`src/rtl/decoder_4to16.sv`:
```
// Binary-to-one-hot decoder with active-high enable; combinational by default.
// Define DECODER_REG_OUT_EN to register decoder_out on clk with synchronous rst.
module decoder_4to16 #(
  parameter  int unsigned IN_WIDTH  = 4,
  localparam int unsigned OUT_WIDTH = 1 << IN_WIDTH
) (
  input  logic                 clk,
  input  logic                 rst,
  input  logic [IN_WIDTH-1:0]  binary_in,
  input  logic                 enable,
  output logic [OUT_WIDTH-1:0] decoder_out
);

  logic [OUT_WIDTH-1:0] dec_d;

  always_comb begin
    dec_d = '0;
    if (enable) begin
      dec_d[binary_in] = 1'b1;
    end
  end

`ifdef DECODER_REG_OUT_EN
  logic [OUT_WIDTH-1:0] dec_q;

  // Reset wins over any decode in progress.
  always_ff @(posedge clk) begin
    if (rst) begin
      dec_q <= '0;
    end else begin
      dec_q <= dec_d;
    end
  end

  assign decoder_out = dec_q;
`else
  // clk/rst stay on the port list so both builds share one interface.
  logic unused_clk_rst;
  assign unused_clk_rst = &{1'b0, clk, rst};

  assign decoder_out = dec_d;
`endif

endmodule

```
`config.mk`:
```
export PLATFORM = sky130hd
export DESIGN_NAME = decoder_4to16
export DESIGN_NICKNAME = d
export VERILOG_FILES = /design/src/rtl/decoder_4to16.sv
export SDC_FILE = /design/constraint.sdc
export NUM_CORES = 1
export LEC_CHECK = 0
export ABC_AREA = 1
export BUFFER_PORTS_ARGS = -buffer_cell sky130_fd_sc_hd__buf_2
export CORE_AREA = 2 2 39 41
export DETAILED_ROUTE_END_ITERATION = 8
export DIE_AREA = 0 0 41 43
export GPL_ROUTABILITY_DRIVEN = 0
export REMOVE_ABC_BUFFERS = 1
export SETUP_SLACK_MARGIN = 0.3
export SYNTH_ARGS = -nofsm -noshare
export SYNTH_HDL_FRONTEND = slang
export SYNTH_SLANG_ARGS = --single-unit
```
`constraint.sdc`:
```
create_clock -name vclk -period 0.8
set_clock_uncertainty 0.05 [all_clocks]
set_input_delay 0.16 -clock vclk [all_inputs]
set_output_delay 0.16 -clock vclk [all_outputs]
set_load 0.02 [all_outputs]
```
Yosys cells after proc, flatten, opt, wreduce, memory -nomap -nowiden

Cells that the tools add are included.

Register bits after elaboration: 0
Input bits: 7
Output and inout bits: 16
Word-level logic and storage cells: 6

Order comparisons: 2
Multiplexer cells: 3
Reductions and logical operators: 1

Operators with widths:

| kind                                                               | number |
|---|---|
| 2-to-1 mux 16 bit                                                  | 1 |
| < comparator 4 x 5 -> 1 bit (second input constant)                | 1 |
| demux 1 bit (select 4 bit)                                         | 1 |
| greater-or-equal comparator 4 x 1 -> 1 bit (second input constant) | 1 |
| logical AND 1 bit                                                  | 1 |
| 2-to-1 mux 1 bit                                                   | 1 |

Depth between registers and ports, before layout

Word-level depth: 5
Mapped depth: 3
Mapped depth without buffers: 3

Worst setup path before layout

No wires, ideal clock.

Path type: input to output
Start: in binary_in[0]
End: out decoder_out[0]
Arrival: 631 ps
Data required time: 590 ps
Slack: -41 ps
Cell stages on the path: 3
Path buffers: 0
Path through: nor2_1 -> nand2_1 -> nor2_1

Longest elaborated chain between the ends: 5
Elaborated cells on any way between the ends: 6
Those cells by class: order compare: 2; mux: 3; reduce/logical: 1

Ends and longest elaborated chain:

| item                                                                                                            | RTL line | text |
|---|---|---|
| start, declared                                                                                                 | 9        | `input logic [IN_WIDTH-1:0] binary_in,` |
| < comparator 4 x 5 -> 1 bit (implied by the code) or greater-or-equal comparator 4 x 1 -> 1 bit (tied branches) | 19       | `dec_d[binary_in] = 1'b1;` |
| logical AND 1 bit (implied by the code)                                                                         | 19       |  |
| 2-to-1 mux 1 bit (implied by the code)                                                                          | 19       |  |
| demux 1 bit (select 4 bit) (*)                                                                                  | 19       |  |
| 2-to-1 mux 16 bit (*)                                                                                           | 18       | `if (enable) begin` |
| end, declared                                                                                                   | 11       | `output logic [OUT_WIDTH-1:0] decoder_out` |

Mark *: on every way between the ends. The rest lies on a longest branch, timed or not.

Worst setup path after layout

Start: in binary_in[1]
End: out decoder_out[0]

The elaborated chain is that of the path after synthesis.

==> metrics <==
Period minus WS final=a little under 0.9 ns; P_int=about 0.00008 W; I/O Pins=23; total wire length=around 700 um; final hold violation count=0; drt wl/cell=9.771 um; Max Fanout on Critical Path=6; Leak Pwr=about 0.2 nW; global route overflow=0; Die H=43 um; area of the core=between 1000 and 1500 um^2; GRT Total Usage=under 10%; vias=about 270; area share of the largest cell type after synthesis=between 40% and 50%; startpoint types=input pin; Cells after Synth=33; Vias/cell=3.914; hold path start=binary_in[0]; Area Growth Syn to Fin=236.6%; failing checks=setup timing; Setup CP Type=input pin to primary output; Max-Cap Viols=0; starting density of the core=10.13%; worst hold endpoint=decoder_out[5]; post-synthesis cell area=roughly 140 um^2; Non-Filler Instances=70; die area=~1800 um^2; Crit path largest cell delay=about 0.14 ns; CP Capture Type=primary output; largest cells by area after synthesis=nor2_1 46%, nand2_1 16%, nand3_2 14%, inv_1 13%, nand3_1 11%; Switching Share=55.34%; Critical path origin=binary_in[1]; Final #Nets=63; worst path required time=0.59 ns; placed insts=70; NetSw=0.0001009 W; setup TNS=-1.035 ns; share of layout cells above drive strength 1=83.33%; mean post-synth cell area=around 4.2 um^2; Seq pwr share=0%; 1st-iter DRT viols=5; post-CTS setup buffer count=0; vias in the first global route=252; Post-CTS Hold Fix Bufs=0; Synth area leader=nor2_1; delay-heaviest family, CP=simple AND/OR/NAND/NOR gates; Power Dens Cells=386.6 nW/um^2; initial antenna violation count=0; Max Slew Vio Count=0; worst slew pin tran=around 0.14 ns; logic gate share of total power=100.0%; DRT antenna net count=0; outcome=finished with violations; RSZ-0062 raised after global routing=yes; Detail Placement HPWL=a little over 500 um; cells along the critical path=buf_12, nor2_4, nand2_2, nor2_1, buf_4; slowest CP cell=buf_4; first-pass GRT wire length=between 1 and 1.5 mm; IO buf count=21; fill count=160; Multi-input gate area=198.9 um^2; Die W=41 um; Seq Cell Count=0; clock power share=0%; PnR worst setup slack=-0.09362 ns; relative max-transition margin=about nine tenths; Ys Warns=0; Worst VDD drop=103.4 uV; Hold Path Depth=4; Critical Path AT=slightly below 0.7 ns; f_max=1.119 GHz; Pre-antenna DRT Iters=2; largest net degree at the start of global routing=7; # setup viols final=16; FF+latch area=0 um^2; clock buffer count=0; diode count=0; Hold WS=approximately 0.62 ns; CP Buf/Inv Count=2; sequential element share of the synthesized area=0%; final critical-path share of the clock period=111.7%; row cnt=14; Min-Delay Path Class=input pin to primary output; DRC=0; Netlist cell types=5; most frequent cells in the layout=9 x buf_6, 9 x buf_4, 7 x nor2_1
-- timing repair --
action                                  4_1_cts  5_1_grt
pin swaps                                    12        8
endpoints found under the setup margin       16       16
resized for setup                            52       17
-- power by group through the flow --
stage                     sequential [W]  combinational [W]  clock (W)
final                                  0           0.000182          0
after detailed placement               0          0.0000971          0
after global placement                 0          0.0000955          0
after floorplan                        0          0.0000532          0
after CTS                              0           0.000164          0
after global routing                   0           0.000198          0
-- worst min-delay path, stage by stage --
cell and delay, ns:
buf_12 0.11, nand3_2 0.07, nor2_2 0.04, buf_6 0.12
-- cell usage after synthesis --
| cell | n |
|---|---|
| inv_1 | 5 |
| nand2_1 | 6 |
| nand3_1 | 3 |
| nand3_2 | 2 |
| nor2_1 | 17 |
-- cells by family (layout without fill, tap and decap cells) --
group | after synthesis | count (layout) | synth area share [%]
simple gates | 28 | 28 | 86.60
buf+inv | 5 | 26 | 13.39
-- worst max path at each step --
stage	endpoint	slack (ns)	cells after the start
after global routing	decoder_out[8]	-0.12	5
final	decoder_out[0]	-0.09	5
after CTS	decoder_out[4]	-0.09	5
after detailed placement	decoder_out[4]	-0.17	5
after global placement	decoder_out[0]	-0.17	5
after floorplan	decoder_out[0]	-0.04	3
-- per-layer routing --
metal | up-vias | global-route usage, % | part of all wire (%)
li1 | 141 | - | -
met1 | 117 | 12.66 | 38
met2 | 16 | 15.63 | 50
met3 | 0 | 0 | 12
met4 | 0 | 0 | 0
met5 | - | 0 | 0
-- area by class of cell --
class	count	share of cell area (%)
repair buffers	21	47.48
multi-input cells	28	42.18
inverters	5	6.101
well taps	16	4.244
-- through the flow --
stage / utilization [%] / setup slack (ns) / total power (W) / instance area (um^2)
3_5_place_dp: 19.17 / -0.1696 / 0.00009714 / 265.3
6_report: 34.09 / -0.09362 / 0.0001824 / 471.7
5_1_grt: 34.09 / -0.1235 / 0.0001976 / 471.7
4_1_cts: 30.38 / -0.09310 / 0.0001637 / 420.4
2_1_floorplan: - / -0.04119 / 0.00005320 / 140.1
3_3_place_gp: 19.17 / -0.1671 / 0.00009546 / 265.3
Power figures use the tool's default switching activity.
